File: config.mk
export PLATFORM = sky130hd
export DESIGN_NAME = fpu_instr_sequencer
export DESIGN_NICKNAME = d
export VERILOG_FILES = /design/src/rtl/fpu_seq_pkg.sv /design/src/rtl/fpu_instr_sequencer.sv
export SDC_FILE = /design/constraint.sdc
export NUM_CORES = 1
export LEC_CHECK = 0
export BUFFER_PORTS_ARGS = -buffer_cell sky130_fd_sc_hd__buf_2
export CAP_MARGIN = 20
export CORE_AREA = 2 2 173 175
export DETAILED_ROUTE_END_ITERATION = 10
export DIE_AREA = 0 0 175 177
export PLACE_DENSITY = 0.61
export SLEW_MARGIN = 10
export SYNTH_ARGS = -nofsm -noshare
export SYNTH_HDL_FRONTEND = slang
export SYNTH_SLANG_ARGS = --single-unit
File: constraint.sdc
create_clock -name clk -period 3.3 [get_ports clk]
set_clock_uncertainty 0.15 [all_clocks]
set_input_delay 0.165 -clock clk [delete_from_list [all_inputs] [get_ports clk]]
set_output_delay 0.165 -clock clk [all_outputs]
set_load 0.05 [all_outputs]
File: src/rtl/fpu_seq_pkg.sv
// Shared definitions for the FPU instruction sequencer.
// Opcodes, instruction field positions, FSM states and the quiet-NaN result.
package fpu_seq_pkg;

    typedef enum logic [1:0] {
        OP_ADD = 2'b00,
        OP_SUB = 2'b01,
        OP_MUL = 2'b10,
        OP_DIV = 2'b11
    } fpu_op_t;

    localparam int ADDR_MSB = 15;
    localparam int ADDR_LSB = 3;
    localparam int RSVD_BIT = 2;
    localparam int OP_MSB   = 1;
    localparam int OP_LSB   = 0;

    localparam logic [63:0] QNAN = 64'h7FF8000000000000;

    typedef enum logic [2:0] {
        S_IDLE,
        S_FETCH,
        S_READ,
        S_ISSUE,
        S_WAIT,
        S_WRITE,
        S_HALT
    } state_t;

endpackage

File: src/rtl/fpu_instr_sequencer.sv
// Sequential FPU program runner: fetch, read operands, issue, wait, write.
// Define FPU_SEQ_WATCHDOG_EN to bound WAIT and report timeouts.
module fpu_instr_sequencer
    import fpu_seq_pkg::*;
#(
    parameter int PROG_LEN       = 44,
    parameter int TIMEOUT_CYCLES = 255
) (
    input  logic          clk,
    input  logic          rst,
    input  logic          run,
    output logic [7:0]    pc_addr,
    input  logic [15:0]   instr,
    output logic [12:0]   dmem_addr,
    output logic          dmem_rd_en,
    input  logic [127:0]  dmem_rdata,
    output logic [1:0]    fpu_op,
    output logic [63:0]   fpu_a,
    output logic [63:0]   fpu_b,
    output logic          fpu_start,
    input  logic          fpu_done,
    input  logic [63:0]   fpu_result,
    output logic          res_valid,
    output logic [63:0]   res_data,
    output logic [7:0]    res_pc,
    output logic          busy,
    output logic          halted,
    output logic          illegal_err,
    output logic          timeout_err
);

    localparam logic [7:0] LAST_PC = 8'(PROG_LEN - 1);

    state_t      state;
    state_t      state_nxt;
    logic [7:0]  pc;
    logic [1:0]  ir_op;
    logic        last;
    logic        rsvd;
    logic        wd_expired;

    assign last      = (pc == LAST_PC);
    assign rsvd      = instr[RSVD_BIT];
    assign pc_addr   = pc;
    assign res_pc    = pc;
    assign fpu_op    = ir_op;
    assign dmem_addr = instr[ADDR_MSB:ADDR_LSB];

`ifdef FPU_SEQ_WATCHDOG_EN
    localparam int WD_W = $clog2(TIMEOUT_CYCLES + 1);
    localparam logic [WD_W-1:0] WD_LAST = WD_W'(TIMEOUT_CYCLES - 1);

    logic [WD_W-1:0] wd_cnt;

    assign wd_expired = (state == S_WAIT) && !fpu_done && (wd_cnt == WD_LAST);

    // WAIT-cycle counter, cleared whenever the FSM is outside WAIT
    always_ff @(posedge clk) begin
        if (rst || state != S_WAIT) wd_cnt <= '0;
        else                        wd_cnt <= wd_cnt + 1'b1;
    end

    // sticky timeout flag
    always_ff @(posedge clk) begin
        if (rst)             timeout_err <= 1'b0;
        else if (wd_expired) timeout_err <= 1'b1;
    end
`else
    assign wd_expired  = 1'b0;
    assign timeout_err = 1'b0;
`endif

    // state register
    always_ff @(posedge clk) begin
        if (rst) state <= S_IDLE;
        else     state <= state_nxt;
    end

    // next-state and strobe decode
    always_comb begin
        state_nxt  = state;
        dmem_rd_en = 1'b0;
        fpu_start  = 1'b0;
        res_valid  = 1'b0;
        busy       = 1'b1;
        halted     = 1'b0;
        unique case (state)
            S_IDLE: begin
                busy = 1'b0;
                if (run) state_nxt = S_FETCH;
            end
            S_FETCH: begin
                if (!rsvd) begin
                    dmem_rd_en = 1'b1;
                    state_nxt  = S_READ;
                end else begin
                    state_nxt  = last ? S_HALT : S_FETCH;
                end
            end
            S_READ:  state_nxt = S_ISSUE;
            S_ISSUE: begin
                fpu_start = 1'b1;
                state_nxt = S_WAIT;
            end
            S_WAIT: begin
                if (fpu_done || wd_expired) state_nxt = S_WRITE;
            end
            S_WRITE: begin
                res_valid = 1'b1;
                state_nxt = last ? S_HALT : S_FETCH;
            end
            S_HALT: begin
                busy   = 1'b0;
                halted = 1'b1;
                if (!run) state_nxt = S_IDLE;
            end
            default: state_nxt = S_IDLE;
        endcase
    end

    // PC, instruction register, operands, result and illegal flag
    always_ff @(posedge clk) begin
        if (rst) begin
            pc          <= '0;
            ir_op       <= '0;
            fpu_a       <= '0;
            fpu_b       <= '0;
            res_data    <= '0;
            illegal_err <= 1'b0;
        end else begin
            case (state)
                S_IDLE: pc <= '0;
                S_FETCH: begin
                    ir_op <= instr[OP_MSB:OP_LSB];
                    if (rsvd) begin
                        illegal_err <= 1'b1;
                        if (!last) pc <= pc + 8'd1;
                    end
                end
                S_READ: begin
                    fpu_a <= dmem_rdata[127:64];
                    fpu_b <= dmem_rdata[63:0];
                end
                S_WAIT: begin
                    if (fpu_done)        res_data <= fpu_result;
                    else if (wd_expired) res_data <= QNAN;
                end
                S_WRITE: if (!last) pc <= pc + 8'd1;
                S_HALT:  if (!run) pc <= '0;
                default: ;
            endcase
        end
    end

endmodule

==> Word level (Yosys, flattened, before mapping) <==
Index checks and enable logic that the tools add are counted.
Widths: inputs -> output; s select.
{ "word_totals": {"word_cells": 42, "ff_bits": 206} }
{ "classes": {"muxes": 16, "eq_ne": 11, "n_reduce_logical": 7, "n_addsub": 1} }
{ "ops": {"columns": ["cell", "count"], "rows": [
  ["$pmux 8 s4", 1],
  ["$mux 8", 3],
  ["$pmux 3 s7", 1],
  ["$mux 3", 5],
  ["$eq 3x3->1 const B", 3],
  ["$add 8x1->8 const B", 1],
  ["$eq 8x6->1 const B", 1],
  ["$ne 2x2->1 const B", 4],
  ["$eq 3x2->1 const B", 2],
  ["$mux 1", 6],
  ["$reduce_and 3->1", 2],
  ["$reduce_and 2->1", 2],
  ["$reduce_bool 4->1", 1],
  ["$eq 3x1->1 const B", 1],
  ["$logic_not 3->1", 1],
  ["$reduce_or 2->1", 1]
]} }

==> Depth between registers and ports, before layout <==
Gate-level depths: netlist of run 1.
{ "depth": {"depth_word": 4, "depth_mapped": 7, "ltp_nobuf": 6} }

==> Worst setup path before layout of run 1 <==
OpenSTA, ideal clock, no wires.
{ "synth_timing": {"kind": "flip-flop to output port", "startpoint": "register state[2]", "endpoint": "output port busy", "slack_ns": 1.318, "t_required_ns": 2.985, "stages_incl_launch_ff": 3, "arrival_time_ns": 1.667, "path_buffers": 0, "path_cell_list": "dfxtp_1 -> nor2_2 -> o21ai_0"} }
{ "synth_via": {"elab_chain_len": 3, "word_cells_on_any_way": 4} }
{ "synth_rtl": {"columns": ["item", "line", "rtl"], "rows": [
  ["start: declaration", "fpu_instr_sequencer.sv:34", "state_t state;"],
  ["start signal: assignment", "fpu_instr_sequencer.sv:76", "else state <= state_nxt;"],
  ["$eq 3x3->1 or $logic_not 3->1 (tied branches)", "fpu_instr_sequencer.sv:87", "unique case (state)"],
  ["$reduce_or 2->1 (no line) *", null, null],
  ["$mux 1 *", "fpu_instr_sequencer.sv:87", null],
  ["end: declaration", "fpu_instr_sequencer.sv:26", "output logic busy,"]
]} }
Mark *: on every way between the ends. The rest lies on a longest branch, timed or not.

==> Final worst setup path of run 1 <==
{ "layout_timing": {"startpoint": "register state[1]", "endpoint": "register fpu_a[36]"} }
{ "layout_via": {"elab_chain_len": 1} }
{ "layout_rtl": {"columns": ["item", "line", "rtl"], "rows": [
  ["$eq 3x2->1", "fpu_instr_sequencer.sv:131", "case (state)"],
  ["end signal: assignment", "fpu_instr_sequencer.sv:141", "fpu_a <= dmem_rdata[127:64];"],
  ["end: declaration", "fpu_instr_sequencer.sv:18", "output logic [63:0] fpu_a,"]
]} }
No other way between the ends.
A chain may end at the register's enable or synchronous reset.

==> results.ini, run 1 <==
[grt]
grt_antenna_before_repair = 0
grtUsageTotal = 0.172
grt_pass1_wl_um = 43600
grt_max_degree = 129
grt_pass1_vias = 8685
grt_overflow = 0

[status]
status = finished clean

[clock_tree]
clk_latency_ns = 0.52
cts.sinks = 206
cts_resized = 0
cts_buffer_depth = 3
cts-root-buf = clkbuf_16
cts_tree = done
postCtsSetupBuffers = 0
numCtsBuffers = 24
htree_levels = 1
clk_transition_reported_paths_ns = 0.06

[routing]
vias_per_cell = 4.42
post_drt_wl_per_cell_um = 14.4
routed_wl_um = 28500
vias = 8772
drc = 0
first_pass_iters = 4
drtAntennaViolNets = 0
drt_iter0_markers = 445

[synth]
yosys-top-cells-area = dfxtp_1 55%, nand2_1 20%, a21oi_1 14%, buf_2 2.9%, buf_4 2.2%
avgSynthCellArea_um2 = 7.84
ys_ff_latch = 206
synth_enable_flop_cells = 0
synthArstFlopShare = 0
synth_area_mm2 = 0.00751
ys_seq_area_frac = 0.549
synth.top_cell.area_share = 0.549
syn-instance-count = 958
synth_top_flop_cell = dfxtp_1
syn-num-nets = 1171
yosys_warnings = 0
synth.distinct_cells = 38
synth_top_area_cell = dfxtp_1

[worst_setup_path]
worstPathRequired_ns = 3.61
critPathKind = reg2reg
end_kind = flop
r2r_slack_ns = 0.59
rr_startpoint = state[1]$_SDFFE_PP0P_
critPathLaunch = state[1]$_SDFFE_PP0P_
cp.arrival_ns = 3.01
crit_end = fpu_a[36]$_SDFFE_PP0P_
r2r-end = fpu_a[36]$_SDFFE_PP0P_
rr_worst_depth = 6
crit_fanout = 19
start_kind = flop

[flow_run]
cap_violations = 0

[floorplanning]
die_h_um = 177
die_x_um = 175
start_util = 0.257
ios = 442
die-area_mm2 = 0.0310
fp-row-count = 63
core_area_mm2 = 0.0292

[sta]
fin_setup_tns_ns = 0
setup_violations = 0
slew_violations = 0
hold_viol = 0
tightest_slew_ns = 0.729
period_share = 0.820
relSlewSlack = 0.509
fmax_ghz = 0.370
rsz0062_at_grt = no
min_period_ns = 2.71

[place]
port_buffers = 414
dp_hpwl_um = 17100
place.gp.congestion = 0.829

[final_layout]
syn2layout_area_growth_pct = 75.1
final_nets = 1793
antenna-diode-count = 0
fillerInstances = 2772
drive_above_1_share = 0.298

[pwr]
power_density_mw_per_mm2 = 494
max-vdd-ir-drop_v = 0.000384
p_leak_nw = 5.98
total_power_w = 0.00651

[hold_path]
holdCritPathClass = in2reg

[logic make-up after synthesis]
| logic type | share of synthesized area |
|---|---|
| compound gates | 0.152 |
| simple gates | 0.225 |
| other cells | 0.000499 |
| xor+xnor | 0.00466 |
| fa+ha+maj | 0.00167 |
| buf+inv | 0.0666 |
| flops | 0.549 |
[through the flow]
step           std cells  cell area, µm²   util  hold WS, ns  worst slack, ns
4_1_cts             1986           13200  0.450       0.0550            0.593
3_3_place_gp        1686            9790  0.335        0.180             1.14
5_1_grt             1986           13200  0.450        0.148            0.426
6_report            1986           13200  0.450        0.101            0.594
2_1_floorplan        958            7510      -        0.151             1.32
3_5_place_dp        1686            9790  0.335        0.180             1.13
[worst min-delay path by stage]
stage	slack (ns)	to	startpoint	depth (start not counted)
6_report	0.10	state[2]$_SDFFE_PP0P_	fpu_done	5
5_1_grt	0.15	state[0]$_SDFFE_PP0P_	fpu_done	5
4_1_cts	0.05	state[2]$_SDFFE_PP0P_	fpu_done	5
3_5_place_dp	0.18	dmem_addr[11]	instr[14]	0
3_3_place_gp	0.18	dmem_addr[11]	instr[14]	0
2_1_floorplan	0.15	res_data[0]$_SDFFE_PP0P_	fpu_result[0]	2
[report_power, final]
part	internal [W]	switching [W]
Sequential	0.00259	0.0000607
Clock	0.00158	0.00106
Combinational	0.000471	0.000744
Total	0.00464	0.00186
[state kept, by name (all words and copies together), names as in the netlist]
register / count
fpu_a: 64
fpu_b: 64
fpu_op: 2
illegal_err: 1
pc_addr: 8
res_data: 64
state: 3
[layout make-up]
type	count	area [µm²]	share of cell area
clock inverters	9	75.1	0.00571
repair buffers	685	4830	0.367
inverters	6	22.5	0.00171
clock buffers	33	716	0.0544
multi-input cells	657	2900	0.220
flip-flops and latches	206	4120	0.313
well taps	390	488	0.0371
[layer usage]
metal / GRT usage / wire length [µm] / share of wire / up-vias
met2: 0.317 / 14200 / 0.50 / 385
met5: 0 / 0 / 0 / -
met4: 0.0691 / 930 / 0.033 / 0
met3: 0.0410 / 2220 / 0.078 / 69
li1: - / - / - / 4308
met1: 0.189 / 11200 / 0.39 / 4010
[critical path: stages, from the launching register on]
cell and delay (ns):
dfxtp_1 0.49, and2b_4 0.25, nor2b_4 0.60, buf_4 0.30, nand2_1 0.09, a21oi_1 0.16
dlygate4sd3_1 0.58
[cell usage after synthesis, types with 3 or more instances]
master / count
o21ai_0: 7
clkbuf_1: 23
xnor2_1: 4
nor2_1: 12
dfxtp_1: 206
nand2_1: 393
nand3_1: 3
inv_1: 6
buf_2: 43
a21oi_1: 206
buf_4: 22
[cell usage in the layout, fill, tap and decap left out, drive strengths merged, types with 2 or more instances in the layout]
master	Yosys	routed
clkinv	0	6
clkinvlp	0	2
buf	66	427
nand3	3	3
a31oi	2	2
and2b	3	3
clkbuf	23	33
and3	2	2
xnor2	4	4
and2	3	3
a21oi	206	206
o22ai	2	2
nand2	393	393
or2b	2	2
nor2	13	13
dlygate4sd3	0	258
inv	6	6
nand4	2	2
o21ai	7	7
dfxtp	206	206
[what timing repair did]
item,4_1_cts,5_1_grt
hold buffers,258,0
hold endpoints to repair,199,0
setup endpoints to repair,0,0
Note: power is estimated with default switching activity, not from simulation.
==> run 2: changes to the inputs <==
- CORE_AREA: 2 2 173 175 -> 2 2 174 176
- DIE_AREA: 0 0 175 177 -> 0 0 176 178
- clock period: 3.3 -> 2.6 ns (I/O delays scaled with it)
==> run 2 against run 1 <==
Compared with the run above:
- clock-buffer cell count up 5
- final cell count down 2.7%
- sequential share of layout area up 1.2 points
- largest cell class unchanged
==> results.ini, run 2 (synthesized netlist as in run 1, its figures left out) <==
[status]
status = finished clean  ; unchanged

[clock_tree]
htree_levels = 1  ; unchanged
clk_latency_ns = 0.51  ; was 0.52 ns
cts-root-buf = clkbuf_16  ; unchanged
cts_tree = done  ; unchanged
clk_transition_reported_paths_ns = 0.06  ; about the same
cts_buffer_depth = 3  ; unchanged
cts.sinks = 206  ; unchanged
numCtsBuffers = 24  ; unchanged

[hold_path]
holdPathStages = 5  ; unchanged
holdCritPathClass = in2reg  ; unchanged

[floorplanning]
core_area_mm2 = 0.0294  ; was 0.0292 mm²
start_util = 0.256  ; was 0.257
fp-row-count = 63  ; unchanged
ios = 442  ; unchanged
die_h_um = 178  ; was 177 µm
die-area_mm2 = 0.0313  ; was 0.0310 mm²
die_x_um = 176  ; was 175 µm

[routing]
post_drt_wl_per_cell_um = 14.6  ; was 14.4 µm
drc = 0  ; unchanged
drt_iter0_markers = 360  ; was 445
vias_per_cell = 4.39  ; was 4.42
routed_wl_um = 28200  ; was 28500 µm
first_pass_iters = 5  ; was 4
drtAntennaViolNets = 0  ; unchanged
vias = 8491  ; was 8772

[worst_setup_path]
r2r_slack_ns = 0.22  ; was 0.59 ns
cp.arrival_ns = 2.19  ; was 3.01 ns
crit_fanout = 17  ; was 19
r2r-end = res_data[10]$_SDFFE_PP0P_  ; was fpu_a[36]$_SDFFE_PP0P_
critPathLaunch = state[2]$_SDFFE_PP0P_  ; was state[1]$_SDFFE_PP0P_
start_kind = flop  ; unchanged
critPathKind = reg2out  ; was reg2reg
rr_worst_depth = 5  ; was 6
worstPathRequired_ns = 2.32  ; was 3.61 ns
rr_startpoint = state[2]$_SDFFE_PP0P_  ; was state[1]$_SDFFE_PP0P_
crit_end = busy  ; was fpu_a[36]$_SDFFE_PP0P_
end_kind = primary output  ; was flop

[sta]
setup_violations = 0  ; unchanged
worst_hold_slack_ns = 0.0868  ; was 0.101 ns
hold_viol = 0  ; unchanged
period_share = 0.950
relSlewSlack = 0.579  ; was 0.509
tightest_slew_ns = 0.630  ; was 0.729 ns
slew_violations = 0  ; unchanged
fmax_ghz = 0.405
fin_setup_tns_ns = 0  ; unchanged
min_period_ns = 2.47
rsz0062_at_grt = no  ; unchanged

[place]
dp_hpwl_um = 17100  ; about the same
port_buffers = 414  ; unchanged
place.gp.congestion = 0.797  ; was 0.829

[grt]
grt_pass1_wl_um = 42000  ; was 43600 µm
grt_pass1_vias = 8203  ; was 8685
grt_overflow = 0  ; unchanged
grtUsageTotal = 0.165  ; was 0.172
grt_antenna_before_repair = 0  ; unchanged
grt_max_degree = 129  ; unchanged

[final_layout]
layout_common_cells = 413 x buf_2, 393 x nand2_1, 208 x dlygate4sd3_1  ; was 413 x buf_2, 393 x nand2_1, 258 x dlygate4sd3_1
final_nets = 1739  ; was 1793
largestRegisters = fpu_a (64), fpu_b (64), res_data (64)  ; unchanged
drive_above_1_share = 0.304  ; was 0.298
antenna-diode-count = 0  ; unchanged
final_common_cell = buf_2  ; unchanged
syn2layout_area_growth_pct = 68.6  ; was 75.1%
utilization = 0.431  ; was 0.450

[pwr]
p_leak_nw = 5.63  ; was 5.98 nW
max-vdd-ir-drop_v = 0.000438  ; was 0.000384 V
power_density_mw_per_mm2 = 648  ; was 494 mW/mm²

[flow_run]
cap_violations = 0  ; unchanged

[run 2: changes by cell type in the layout (fill, tap and decap cells not counted), sizes merged]
cell,change
dlygate4sd3,-50
buf,-5
clkinvlp,-1
clkbuf,+6
clkinv,-4
[run 2: worst max-delay path, cell delays in order, from the launching register on]
cell     delay, ns
dfxtp_1       0.72
nor2_2        0.17
o21ai_0       0.43
buf_2         0.35
[run 2: final cells by class]
type                       count  area [µm²]
sequential                   206        4120
fill                        2832       16700
clock inverter                 4        47.5
inverter                       6        22.5
multi-input combinational    657        2900
clock buffer                  38         754
timing repair buffer         631        4330
tap                          390         488
[run 2: per-layer routing]
layer / part of all wire / GRT usage
met4: 0.035 / 0.0644
met2: 0.49 / 0.294
met5: 0 / 0
met3: 0.084 / 0.0482
met1: 0.39 / 0.185
[run 2: power by group]
part / switching [W] / internal (W) / total [W]
sequential: 0.0000731 / 0.00329 / 0.00336
combinational: 0.000933 / 0.000537 / 0.00147
clock: 0.00131 / 0.00207 / 0.00338
total: 0.00231 / 0.00590 / 0.00821
[run 2: metrics by stage]
stage | setup slack, ns | cell area [µm²] | power [W] | std cells
finish | 0.130 | 12700 | 0.00821 | 1932
global route | 0.0136 | 12700 | 0.00856 | 1932
CTS | 0.0595 | 12600 | 0.00829 | 1931
detailed placement | 0.594 | 9750 | 0.00463 | 1681
global placement | 0.668 | 9750 | 0.00462 | 1681
floorplan | 0.641 | 7510 | 0.00430 | 958
[run 2: worst min-delay path by stage]
stage / from / to
global placement: instr[13] / dmem_addr[10]
finish: fpu_done / state[2]$_SDFFE_PP0P_
global route: instr[10] / dmem_addr[7]
detailed placement: instr[13] / dmem_addr[10]
CTS: fpu_done / state[2]$_SDFFE_PP0P_
floorplan: fpu_result[0] / res_data[0]$_SDFFE_PP0P_
[run 2: repair_timing]
item / CTS / global route
endpoints found under the setup margin: 0 / 3
endpoints found under the hold margin: 200 / 0
buffers inserted: 0 / 0
hold buffers: 208 / 0
resized for setup: 0 / 1
